`config.mk`:
```
export PLATFORM = sky130hd
export DESIGN_NAME = ps2_cmd_decoder
export DESIGN_NICKNAME = d
export VERILOG_FILES = /design/src/rtl/ps2_cmd_decoder.sv
export SDC_FILE = /design/constraint.sdc
export NUM_CORES = 1
export LEC_CHECK = 0
export CAP_MARGIN = 15
export CORE_MARGIN = 4
export CORE_UTILIZATION = 38
export CTS_CLUSTER_SIZE = 16
export DETAILED_ROUTE_END_ITERATION = 10
export HOLD_SLACK_MARGIN = 0.12
export PLACE_DENSITY = 0.55
export SLEW_MARGIN = 10
export SYNTH_ARGS = -nofsm -noshare
export SYNTH_HDL_FRONTEND = slang
export SYNTH_SLANG_ARGS = --single-unit
```
`constraint.sdc`:
```
create_clock -name clk -period 2.7 [get_ports clk]
set_input_delay 0.54 -clock clk [delete_from_list [all_inputs] [get_ports clk]]
set_output_delay 0.54 -clock clk [all_outputs]
set_load 0.05 [all_outputs]
```
`src/rtl/ps2_cmd_decoder.sv`:
```
// ps2_cmd_decoder: turns PS/2 scan-code bytes into lightbike game commands.
// Parses make / break (F0) / extended (E0) sequences, drops stale prefixes
// after a timeout, suppresses typematic repeat on start and reset keys, and
// buffers each player's direction until the game step strobe so a bike can
// never turn straight back into its own trail.
module ps2_cmd_decoder #(
  parameter int unsigned TIMEOUT_CYCLES = 2500000,
  parameter logic [7:0]  CODE_START     = 8'h29,
  parameter logic [7:0]  CODE_RESET     = 8'h76
) (
  input  logic       clk,
  input  logic       reset,
  input  logic       scan_valid,
  input  logic [7:0] scan_code,
  input  logic       init_dirs,
  input  logic       step,
  output logic [1:0] p1_dir,
  output logic [1:0] p2_dir,
  output logic       start_pulse,
  output logic       reset_pulse,
  output logic [7:0] last_make
);

  localparam int unsigned CNT_W = (TIMEOUT_CYCLES > 1) ? $clog2(TIMEOUT_CYCLES) : 1;
  localparam logic [CNT_W-1:0] CNT_LAST = CNT_W'(TIMEOUT_CYCLES - 1);

  localparam logic [7:0] CODE_EXT = 8'hE0;
  localparam logic [7:0] CODE_BRK = 8'hF0;

  localparam logic [1:0] DIR_UP    = 2'd0;
  localparam logic [1:0] DIR_RIGHT = 2'd1;
  localparam logic [1:0] DIR_DOWN  = 2'd2;
  localparam logic [1:0] DIR_LEFT  = 2'd3;

  typedef enum logic [1:0] {
    ST_IDLE    = 2'd0,
    ST_EXT     = 2'd1,
    ST_BRK     = 2'd2,
    ST_EXT_BRK = 2'd3
  } state_t;

  // Player-1 key map: {hit, direction}.
  function automatic logic [2:0] p1_key(input logic [7:0] code);
    case (code)
      8'h1D:   return {1'b1, DIR_UP};
      8'h1B:   return {1'b1, DIR_DOWN};
      8'h1C:   return {1'b1, DIR_LEFT};
      8'h23:   return {1'b1, DIR_RIGHT};
      default: return 3'b000;
    endcase
  endfunction

  // Player-2 key map (arrow keys): {hit, direction}.
  function automatic logic [2:0] p2_key(input logic [7:0] code);
    case (code)
      8'h75:   return {1'b1, DIR_UP};
      8'h72:   return {1'b1, DIR_DOWN};
      8'h6B:   return {1'b1, DIR_LEFT};
      8'h74:   return {1'b1, DIR_RIGHT};
      default: return 3'b000;
    endcase
  endfunction

  // Reverse of a direction: flipping bit 1 maps UP<->DOWN and RIGHT<->LEFT.
  function automatic logic [1:0] opposite(input logic [1:0] d);
    return d ^ 2'b10;
  endfunction

  state_t           state_r;
  state_t           state_s;
  logic [CNT_W-1:0] cnt_r;
  logic             timeout_s;

  logic             make_s;
  logic             brk_s;
  logic             ext_s;

  logic [1:0]       p1_pend_r;
  logic [1:0]       p2_pend_r;
  logic             start_held_r;
  logic             reset_held_r;

  logic [2:0]       p1_req_s;
  logic [2:0]       p2_req_s;
  logic [1:0]       p1_commit_next_s;
  logic [1:0]       p2_commit_next_s;
  logic             p1_accept_s;
  logic             p2_accept_s;
  logic             start_make_s;
  logic             reset_make_s;
  logic             start_fire_s;
  logic             reset_fire_s;

  assign timeout_s = (cnt_r == CNT_LAST);

  // Parser state register.
  always_ff @(posedge clk) begin
    if (reset) begin
      state_r <= ST_IDLE;
    end else begin
      state_r <= state_s;
    end
  end

  // Parser next-state: prefix bytes move between states, timeouts drop back to idle.
  always_comb begin
    state_s = state_r;
    case (state_r)
      ST_IDLE: begin
        if (scan_valid && (scan_code == CODE_EXT)) begin
          state_s = ST_EXT;
        end else if (scan_valid && (scan_code == CODE_BRK)) begin
          state_s = ST_BRK;
        end else begin
          state_s = ST_IDLE;
        end
      end
      ST_EXT: begin
        if (scan_valid) begin
          if (scan_code == CODE_BRK) begin
            state_s = ST_EXT_BRK;
          end else if (scan_code == CODE_EXT) begin
            state_s = ST_EXT;
          end else begin
            state_s = ST_IDLE;
          end
        end else if (timeout_s) begin
          state_s = ST_IDLE;
        end else begin
          state_s = ST_EXT;
        end
      end
      ST_BRK, ST_EXT_BRK: begin
        if (scan_valid || timeout_s) begin
          state_s = ST_IDLE;
        end else begin
          state_s = state_r;
        end
      end
      default: state_s = ST_IDLE;
    endcase
  end

  // Parser outputs: classify the current byte as a make (with ext flag) or a break.
  always_comb begin
    make_s = 1'b0;
    brk_s  = 1'b0;
    ext_s  = 1'b0;
    case (state_r)
      ST_IDLE: begin
        if (scan_valid && (scan_code != CODE_EXT) && (scan_code != CODE_BRK)) begin
          make_s = 1'b1;
        end else begin
          make_s = 1'b0;
        end
      end
      ST_EXT: begin
        if (scan_valid && (scan_code != CODE_EXT) && (scan_code != CODE_BRK)) begin
          make_s = 1'b1;
          ext_s  = 1'b1;
        end else begin
          make_s = 1'b0;
        end
      end
      ST_BRK, ST_EXT_BRK: begin
        brk_s = scan_valid;
      end
      default: begin
        make_s = 1'b0;
        brk_s  = 1'b0;
      end
    endcase
  end

  // Prefix timeout counter: runs only while waiting mid-sequence without input.
  always_ff @(posedge clk) begin
    if (reset) begin
      cnt_r <= '0;
    end else if (scan_valid || (state_r == ST_IDLE) || (state_s == ST_IDLE)) begin
      cnt_r <= '0;
    end else begin
      cnt_r <= cnt_r + {{(CNT_W-1){1'b0}}, 1'b1};
    end
  end

  // Key decode and anti-reverse check against the direction that will be live next cycle.
  always_comb begin
    p1_req_s         = p1_key(scan_code);
    p2_req_s         = p2_key(scan_code);
    p1_commit_next_s = step ? p1_pend_r : p1_dir;
    p2_commit_next_s = step ? p2_pend_r : p2_dir;
    p1_accept_s      = make_s && !ext_s && p1_req_s[2]
                       && (p1_req_s[1:0] != opposite(p1_commit_next_s));
    p2_accept_s      = make_s && p2_req_s[2]
                       && (p2_req_s[1:0] != opposite(p2_commit_next_s));
    start_make_s     = make_s && !ext_s && (scan_code == CODE_START);
    reset_make_s     = make_s && !ext_s && (scan_code == CODE_RESET);
    start_fire_s     = start_make_s && !start_held_r;
    reset_fire_s     = reset_make_s && !reset_held_r;
  end

  // Pending and committed directions; init_dirs overrides step and key requests.
  always_ff @(posedge clk) begin
    if (reset || init_dirs) begin
      p1_dir    <= DIR_RIGHT;
      p2_dir    <= DIR_LEFT;
      p1_pend_r <= DIR_RIGHT;
      p2_pend_r <= DIR_LEFT;
    end else begin
      if (step) begin
        p1_dir <= p1_pend_r;
        p2_dir <= p2_pend_r;
      end else begin
        p1_dir <= p1_dir;
        p2_dir <= p2_dir;
      end
      if (p1_accept_s) begin
        p1_pend_r <= p1_req_s[1:0];
      end else begin
        p1_pend_r <= p1_pend_r;
      end
      if (p2_accept_s) begin
        p2_pend_r <= p2_req_s[1:0];
      end else begin
        p2_pend_r <= p2_pend_r;
      end
    end
  end

  // Start/escape pulses with held flags so typematic repeats do not retrigger.
  always_ff @(posedge clk) begin
    if (reset) begin
      start_pulse  <= 1'b0;
      reset_pulse  <= 1'b0;
      start_held_r <= 1'b0;
      reset_held_r <= 1'b0;
    end else begin
      start_pulse <= start_fire_s;
      reset_pulse <= reset_fire_s;
      if (start_fire_s) begin
        start_held_r <= 1'b1;
      end else if (brk_s && (scan_code == CODE_START)) begin
        start_held_r <= 1'b0;
      end else begin
        start_held_r <= start_held_r;
      end
      if (reset_fire_s) begin
        reset_held_r <= 1'b1;
      end else if (brk_s && (scan_code == CODE_RESET)) begin
        reset_held_r <= 1'b0;
      end else begin
        reset_held_r <= reset_held_r;
      end
    end
  end

  // Debug copy of the most recent make code.
  always_ff @(posedge clk) begin
    if (reset) begin
      last_make <= 8'h00;
    end else if (make_s) begin
      last_make <= scan_code;
    end else begin
      last_make <= last_make;
    end
  end

endmodule

```
==> qor.txt, run 1 <==
POWER
------------------------------------------------------------------------------------
Relative contribution of the clock network to total power .............        39.0%
Net switching fraction of the power ...................................       23.69%
Switch Pwr ............................................................    0.3061 mW
Areal power density over the cells .................................... 492.7 nW/µm²
Standby leakage power .................................................    0.9218 nW
Share of total power in sequential cells ..............................        51.0%
Worst VDD drop ........................................................    0.2123 mV
Combinational group share of total power ..............................        10.0%
Internal Power ........................................................    0.9859 mW

CLOCK TREE
------------------------------------------------------------------------------------
TritonCTS clock tree ..................................................         done
CTS buffer count ......................................................            5
Clock latency of the later-clocked register in the worst-skew pair ....      0.30 ns
Clk Tree Root Cell .................................................... sky130_fd_sc_hd__clkbuf_8
Clk sink count ........................................................           44
Worst-path clk slew ...................................................      0.08 ns
Number of gates resized after CTS .....................................            0
H-Tree Depth ..........................................................            2
Bufs on Longest Clock Path ............................................            2
Buffers inserted during post-CTS setup optimization ...................            0
Number of hold buffers added after cts ................................            0

SYNTH
------------------------------------------------------------------------------------
Proportion of synthesized flip-flops having asynchronous set or reset .           0%
Most frequent cell after synthesis .................................... sky130_fd_sc_hd__dfxtp_1
Seq/Total Area, Yosys .................................................       41.12%
Post-synthesis net count ..............................................          262
Number of unique standard cell types used by synthesis ................           52
Post-synth top area share .............................................       41.12%
Fraction of synthesized area in multiplexers ..........................       6.600%
Number of instances in the synthesized netlist ........................          248
Post-Synth XOR/XNOR Area ..............................................       8.178%
Commonest cells post-synth ............................................ 44 x sky130_fd_sc_hd__dfxtp_1, 43 x sky130_fd_sc_hd__nor2_1, 18 x sky130_fd_sc_hd__nand2_1, 13 x sky130_fd_sc_hd__mux2i_1
Synth warn ............................................................            0
Flip-flop cell with the highest count after synthesis ................. sky130_fd_sc_hd__dfxtp_1
Post-synthesis compound-gate area fraction ............................       9.346%
Flop and latch count out of synthesis .................................           44
Cell taking the most area after synthesis ............................. sky130_fd_sc_hd__dfxtp_1
Adder and majority gate portion of the synthesized area ...............      0.5841%
Post-Synth Simple-Gate Area ...........................................       30.67%
Area of the mapped netlist ............................................     2142 µm²
Number of enable flip-flop cells after synthesis ......................            0
Largest family of logic cells by synthesized area ..................... simple AND/OR/NAND/NOR gates
Mean instance size in the synthesized netlist .........................    8.637 µm²
Most area-consuming cells after synthesis ............................. sky130_fd_sc_hd__dfxtp_1 41%, sky130_fd_sc_hd__nor2_1 7.5%, sky130_fd_sc_hd__mux2i_1 6.1%, sky130_fd_sc_hd__xor2_1 4.9%, sky130_fd_sc_hd__xnor2_1 3.3%

PLACE
------------------------------------------------------------------------------------
Port-buffer cells .....................................................           26
Total placed cells including tap cells ................................          346
Worst slack after detailed placement ..................................    0.1883 ns
Routability-driven placement congestion ratio .........................       0.8175
Final HPWL from detailed placement ....................................      3278 µm

STA
------------------------------------------------------------------------------------
Time the worst path needs with I/O delays and setup ...................     2.252 ns
Final setup violating endpoints .......................................            0
Worst relative slew slack .............................................       61.68%
Final slew viol count .................................................            0
Minimum hold slack ....................................................    0.4497 ns
Worst Max-Slew Pin Slew ...............................................    0.5704 ns
Share of the clock period used by the worst path ......................       83.42%
Achievable frequency ..................................................   0.4440 GHz
Setup repair after global routing missed its margin ...................        false
Crit path setup slack, layout .........................................    0.4478 ns
Worst clock skew ......................................................  0.007646 ns
Sum of negative setup slack ...........................................         0 ns
Total count of hold-check failures in the final report ................            0

FINISH
------------------------------------------------------------------------------------
Layout overhead on the synthesized area ...............................       22.43%
Total number of nets in the final design ..............................          295
Fraction of layout cells with a size suffix above 1 ...................       10.99%
Antenna cell count ....................................................            0
Post-route insts no fill ..............................................          354
Final core utilization ................................................       47.92%
Fill cell total of the finished layout ................................          557

DIE
------------------------------------------------------------------------------------
Die outline width .....................................................     83.08 µm
Floorplan Core Area ...................................................     5473 µm²
Die outline area ......................................................     6902 µm²
Chip Height ...........................................................     83.08 µm
Cell row count ........................................................           27
# IOs .................................................................           27
Starting density of the core ..........................................       39.14%

SETUP PATH
------------------------------------------------------------------------------------
Arrival @ worst endpoint ..............................................      2.49 ns
Launch point of the worst reg-to-reg path .............................    cnt_r[13]
Kind of start point of the critical path ..............................    input pin
Critical Path Fanout Max ..............................................            7
Internal reg-to-reg setup slack .......................................      0.74 ns
Dominant delay contributor by cell family on the critical path ........ compound AO/OA/AOI/OAI gates
Count of buffering cells on the critical path with inverters included .            1
Cell-by-cell trace of the critical path ............................... clkdlybuf4s50_1, nor3b_2, nand3b_1, o31ai_1, o21ai_1, a31oi_1, mux2i_1
Highest-delay cell along the critical path ............................ sky130_fd_sc_hd__clkdlybuf4s50_1
Worst path max stage delay ............................................      0.61 ns
Element type at the critical path end .................................         flop
Crit path kind ........................................................ input pin to flop
R2R Path End ..........................................................    cnt_r[18]
Cell depth of the worst flop-to-flop path .............................            5
Data required time at the worst endpoint ..............................      2.93 ns

ROUTE
------------------------------------------------------------------------------------
Number of optimization iterations in the first detailed-route pass ....            5
Via-per-instance ratio ................................................        4.927
DRT iter0 DRCs ........................................................           70
Number of antenna-violating nets in the routed design .................            0
Total Routed Length ...................................................      4358 µm
Detailed-route via count ..............................................        1,744
DRC violation count after routing .....................................            0
Post-detailed-route wirelength per cell ...............................     12.31 µm

MIN PATH
------------------------------------------------------------------------------------
Path class of the lowest-slack min-delay path ......................... flop to flop
WHS Endpoint ..........................................................  reset_pulse
Worst hold stages .....................................................            1
Worst Hold Launch ..................................................... reset_held_r

GRT
------------------------------------------------------------------------------------
Maximum number of pins on one net before global-route repair ..........           15
Initial antenna violation count .......................................            0
GRT Total Usage .......................................................       13.25%
Vias in the first global route ........................................        1,566
Wire length of the first global-routing pass ..........................      7507 µm
Sum of overflow across all layers after global routing ................            0

STATUS
------------------------------------------------------------------------------------
Run status ............................................................    completed

FLOW RUN
------------------------------------------------------------------------------------
Total of max-cap violations ...........................................            0

[cells in the final DEF, fill, tap and decap left out, types with 7 or more instances in the layout]
master	n
sky130_fd_sc_hd__dfxtp_1	44
sky130_fd_sc_hd__nor2_1	43
sky130_fd_sc_hd__clkdlybuf4s50_1	26
sky130_fd_sc_hd__nand2_1	18
sky130_fd_sc_hd__mux2i_1	13
sky130_fd_sc_hd__nand3_1	12
sky130_fd_sc_hd__xor2_1	12
sky130_fd_sc_hd__a21oi_1	10
sky130_fd_sc_hd__buf_4	10
sky130_fd_sc_hd__xnor2_1	8
sky130_fd_sc_hd__and3_1	7
[cells by family (layout without fill, tap and decap cells)]
kind of cell,Yosys count,in the layout
AOI/OAI and AO/OA,32,32
xor gates and xnor gates,20,20
adders and majority gates,1,1
buffers and inverters,15,49
DFF,44,44
muxes,14,14
and+or+nand+nor,122,122
[sequential cells by signal, summed over array words and instances (netlist names)]
| name | count |
|---|---|
| reset_pulse | 1 |
| p1_pend_r | 2 |
| start_pulse | 1 |
| p2_dir | 2 |
| start_held_r | 1 |
| last_make | 8 |
| p1_dir | 2 |
| state_r | 2 |
| p2_pend_r | 2 |
| reset_held_r | 1 |
| cnt_r | 22 |
[power by group through the flow]
stage / logic (mW) / registers, mW / clock network, mW
3_3_place_gp: 0.130 / 0.675 / 0
2_1_floorplan: 0.0517 / 0.700 / 0
4_1_cts: 0.130 / 0.660 / 0.522
6_report: 0.129 / 0.659 / 0.504
3_5_place_dp: 0.129 / 0.675 / 0
5_1_grt: 0.140 / 0.661 / 0.543
[metrics by stage]
stage               power [mW]  instance area [µm²]
floorplan               0.7519                 2142
global placement        0.8053                 2511
detailed placement      0.8042                 2511
CTS                      1.311                 2623
global route             1.344                 2623
finish                   1.292                 2623
[area by class of cell]
class	instances	area, µm²	share of cell area [%]
clock buffer	5	68.82	2.624
clock inverter	3	42.54	1.622
inverter	5	18.77	0.7156
multi-input combinational	189	1186	45.23
sequential	44	880.8	33.59
tap	72	90.09	3.435
timing repair buffer	36	335.3	12.79
[per-layer routing]
layer	global-route usage [%]	part of all wire, %
met1	19.61	54
met2	18.00	40
met5	0	0
met3	3.671	4.1
met4	4.903	1.4
[worst max-delay path by stage]
stage,start,endpoint,slack [ns],cells past startpoint
2_1_floorplan,step,p2_pend_r[0],0.74,7
3_3_place_gp,scan_code[0],p2_pend_r[0],0.22,7
3_5_place_dp,scan_code[0],p1_pend_r[1],0.19,7
4_1_cts,scan_code[0],p1_pend_r[1],0.48,7
5_1_grt,scan_code[0],p1_pend_r[1],0.28,7
6_report,scan_code[0],p1_pend_r[1],0.45,7
(Power assumes the default switching activity.)
==> run 2, diff against run 1 <==
Clock period 2.7 ns to 2.2 ns, I/O delays scaled along.
==> run 2 against run 1 <==
Net effect:
- non-clock buffer count up 23
- final cell count up 6.5%
- setup slack got worse by 0.27 ns
- power up 25%
- wire length increased by 6.1%
- global-route usage is 1.2 points higher
- die area unchanged
- worst hold slack better by 0.0017 ns
- sequential share of layout area fell by 2.1 points
- utilization up 3.2 points
- combinational power up 38%
- largest power group unchanged
- register-to-register slack got worse by 0.39 ns
==> qor.txt, run 2 (synthesis gave the netlist of run 1 again) <==
STA
---------------------------------------------------------------------------------
Final slew viol count ..............................................            0
Worst clock skew ...................................................  0.004206 ns
Share of the clock period used by the worst path ...................       92.11%
Achievable frequency ...............................................   0.4935 GHz
Final setup violating endpoints ....................................            0
Setup repair after global routing missed its margin ................        false
Minimum hold slack .................................................    0.4514 ns
Worst Max-Slew Pin Slew ............................................    0.5044 ns
Worst relative slew slack ..........................................       66.27%
Time the worst path needs with I/O delays and setup ................     2.026 ns
Total count of hold-check failures in the final report .............            0

SETUP PATH
---------------------------------------------------------------------------------
Internal reg-to-reg setup slack ....................................      0.35 ns
Kind of start point of the critical path ...........................    input pin
Arrival @ worst endpoint ...........................................      2.23 ns
Launch point of the worst reg-to-reg path ..........................    cnt_r[13]
R2R Path End .......................................................    cnt_r[10]
Element type at the critical path end ..............................         flop
Crit path kind ..................................................... input pin to flop
Data required time at the worst endpoint ...........................      2.40 ns
Cell depth of the worst flop-to-flop path ..........................            6
Critical Path Fanout Max ...........................................            5

DIE
---------------------------------------------------------------------------------
Chip Height ........................................................     83.08 µm
Die outline width ..................................................     83.08 µm
Cell row count .....................................................           27
Floorplan Core Area ................................................     5473 µm²
# IOs ..............................................................           27
Die outline area ...................................................     6902 µm²
Starting density of the core .......................................       39.14%

ROUTE
---------------------------------------------------------------------------------
Number of antenna-violating nets in the routed design ..............            0
Number of optimization iterations in the first detailed-route pass .            4
DRC violation count after routing ..................................            0
DRT iter0 DRCs .....................................................           95
Total Routed Length ................................................      4622 µm
Post-detailed-route wirelength per cell ............................     12.26 µm
Detailed-route via count ...........................................        1,869
Via-per-instance ratio .............................................        4.958

FINISH
---------------------------------------------------------------------------------
Fill cell total of the finished layout .............................          528
Antenna cell count .................................................            0
Biggest register ...................................................        cnt_r
Leading registers by flop count .................................... cnt_r: 22 flops, last_make: 8 flops
Multi-input gate area ..............................................     1190 µm²
Footprint of the flip-flops and latches ............................    880.8 µm²
Commonest non-fill, non-tap cells in the layout .................... 44 x sky130_fd_sc_hd__dfxtp_1, 43 x sky130_fd_sc_hd__nor2_1, 33 x sky130_fd_sc_hd__buf_4, 26 x sky130_fd_sc_hd__clkdlybuf4s50_1, 18 x sky130_fd_sc_hd__nand2_1
Layout overhead on the synthesized area ............................       30.67%
Leading cell type in the layout, fill and taps excluded ............ sky130_fd_sc_hd__dfxtp_1
Number of flip-flops under the largest register name ...............           22
Total number of nets in the final design ...........................          318
Fraction of layout cells with a size suffix above 1 ................       18.03%

MIN PATH
---------------------------------------------------------------------------------
Worst Hold Launch .................................................. start_held_r
Path class of the lowest-slack min-delay path ...................... flop to flop
Worst hold stages ..................................................            1
WHS Endpoint .......................................................  start_pulse

POWER
---------------------------------------------------------------------------------
Standby leakage power ..............................................     1.033 nW
Areal power density over the cells ................................. 574.9 nW/µm²
Total power ........................................................     1.609 mW
Worst VDD drop .....................................................    0.2691 mV

CLOCK TREE
---------------------------------------------------------------------------------
Bufs on Longest Clock Path .........................................            2
Clk Tree Root Cell ................................................. sky130_fd_sc_hd__clkbuf_8
Clock latency of the later-clocked register in the worst-skew pair .      0.30 ns
CTS buffer count ...................................................            5
Buffers inserted during post-CTS setup optimization ................            0
TritonCTS clock tree ...............................................         done
Worst-path clk slew ................................................      0.08 ns
Clk sink count .....................................................           44
H-Tree Depth .......................................................            2

FLOW RUN
---------------------------------------------------------------------------------
Total of max-cap violations ........................................            0

GRT
---------------------------------------------------------------------------------
GRT Total Usage ....................................................       14.42%
Grt met2 use .......................................................       20.77%
Met3 routing resource usage after global routing ...................       4.266%
Sum of overflow across all layers after global routing .............            0
Most Used Layer, Global Route ......................................         met2
Wire length of the first global-routing pass .......................      8114 µm
Met1 track utilization from global routing .........................       19.87%
Maximum number of pins on one net before global-route repair .......           15
Vias in the first global route .....................................        1,748
Initial antenna violation count ....................................            0

PLACE
---------------------------------------------------------------------------------
Routability-driven placement congestion ratio ......................       0.7886
Final HPWL from detailed placement .................................      3478 µm
Port-buffer cells ..................................................           26

STATUS
---------------------------------------------------------------------------------
Run status .........................................................    completed

-- run 2: changes by cell type in the layout (fill, tap and decap cells not counted), sizes merged --
cell and change:
buf +23
-- run 2: metrics by stage --
step | std cells | worst slack [ns] | util (%) | TNS, ns | instance area [µm²]
after floorplan | 248 | 0.3356 | - | 0 | 2142
after global placement | 369 | -0.09347 | 49.04 | -0.1996 | 2684
after detailed placement | 369 | -0.1466 | 49.04 | -0.3930 | 2684
after CTS | 377 | 0.1849 | 51.07 | 0 | 2795
after global routing | 377 | 0.01634 | 51.14 | 0 | 2799
final | 377 | 0.1736 | 51.14 | 0 | 2799
-- run 2: layout make-up --
cell class	instances	share of cell area [%]
Timing Repair Buffer	59	18.15
Sequential cell	44	31.47
Clock buffer	5	2.459
Tap cell	72	3.219
Multi-Input combinational cell	189	42.51
Clock inverter	3	1.520
Inverter	5	0.6705
-- run 2: repair_timing --
item                                    in CTS  in global routing
endpoints found under the setup margin       0                  1
resized for setup                            0                  1
hold buffers                                 0                  0
-- run 2: layer usage --
| layer | vias to the layer above | part of all wire, % |
|---|---|---|
| li1 | 972 | - |
| met5 | - | 0 |
| met2 | 33 | 41 |
| met3 | 6 | 3.8 |
| met4 | 0 | 1.8 |
| met1 | 858 | 53 |
-- run 2: power breakdown --
group | switching, mW | leakage [nW] | internal, mW
Clock | 0.286 | 0.0541 | 0.336
Sequential | 0.00415 | 0.356 | 0.805
Combinational | 0.0939 | 0.622 | 0.0843
-- run 2: worst max path at each step --
| stage | startpoint | endpoint | depth (start not counted) |
|---|---|---|---|
| 2_1_floorplan | step | p2_pend_r[0] | 7 |
| 3_3_place_gp | scan_code[3] | p2_pend_r[0] | 6 |
| 3_5_place_dp | scan_code[0] | p2_pend_r[0] | 7 |
| 4_1_cts | scan_code[0] | p2_pend_r[0] | 7 |
| 5_1_grt | step | p2_pend_r[0] | 7 |
| 6_report | scan_code[0] | p2_pend_r[0] | 7 |
-- run 2: worst max-delay path, stage by stage --
cell	delay, ns
sky130_fd_sc_hd__clkdlybuf4s50_1	0.57
sky130_fd_sc_hd__nor3b_2	0.26
sky130_fd_sc_hd__nand3_1	0.15
sky130_fd_sc_hd__a21oi_1	0.20
sky130_fd_sc_hd__o32a_1	0.21
sky130_fd_sc_hd__o211ai_1	0.10
sky130_fd_sc_hd__a211o_1	0.30
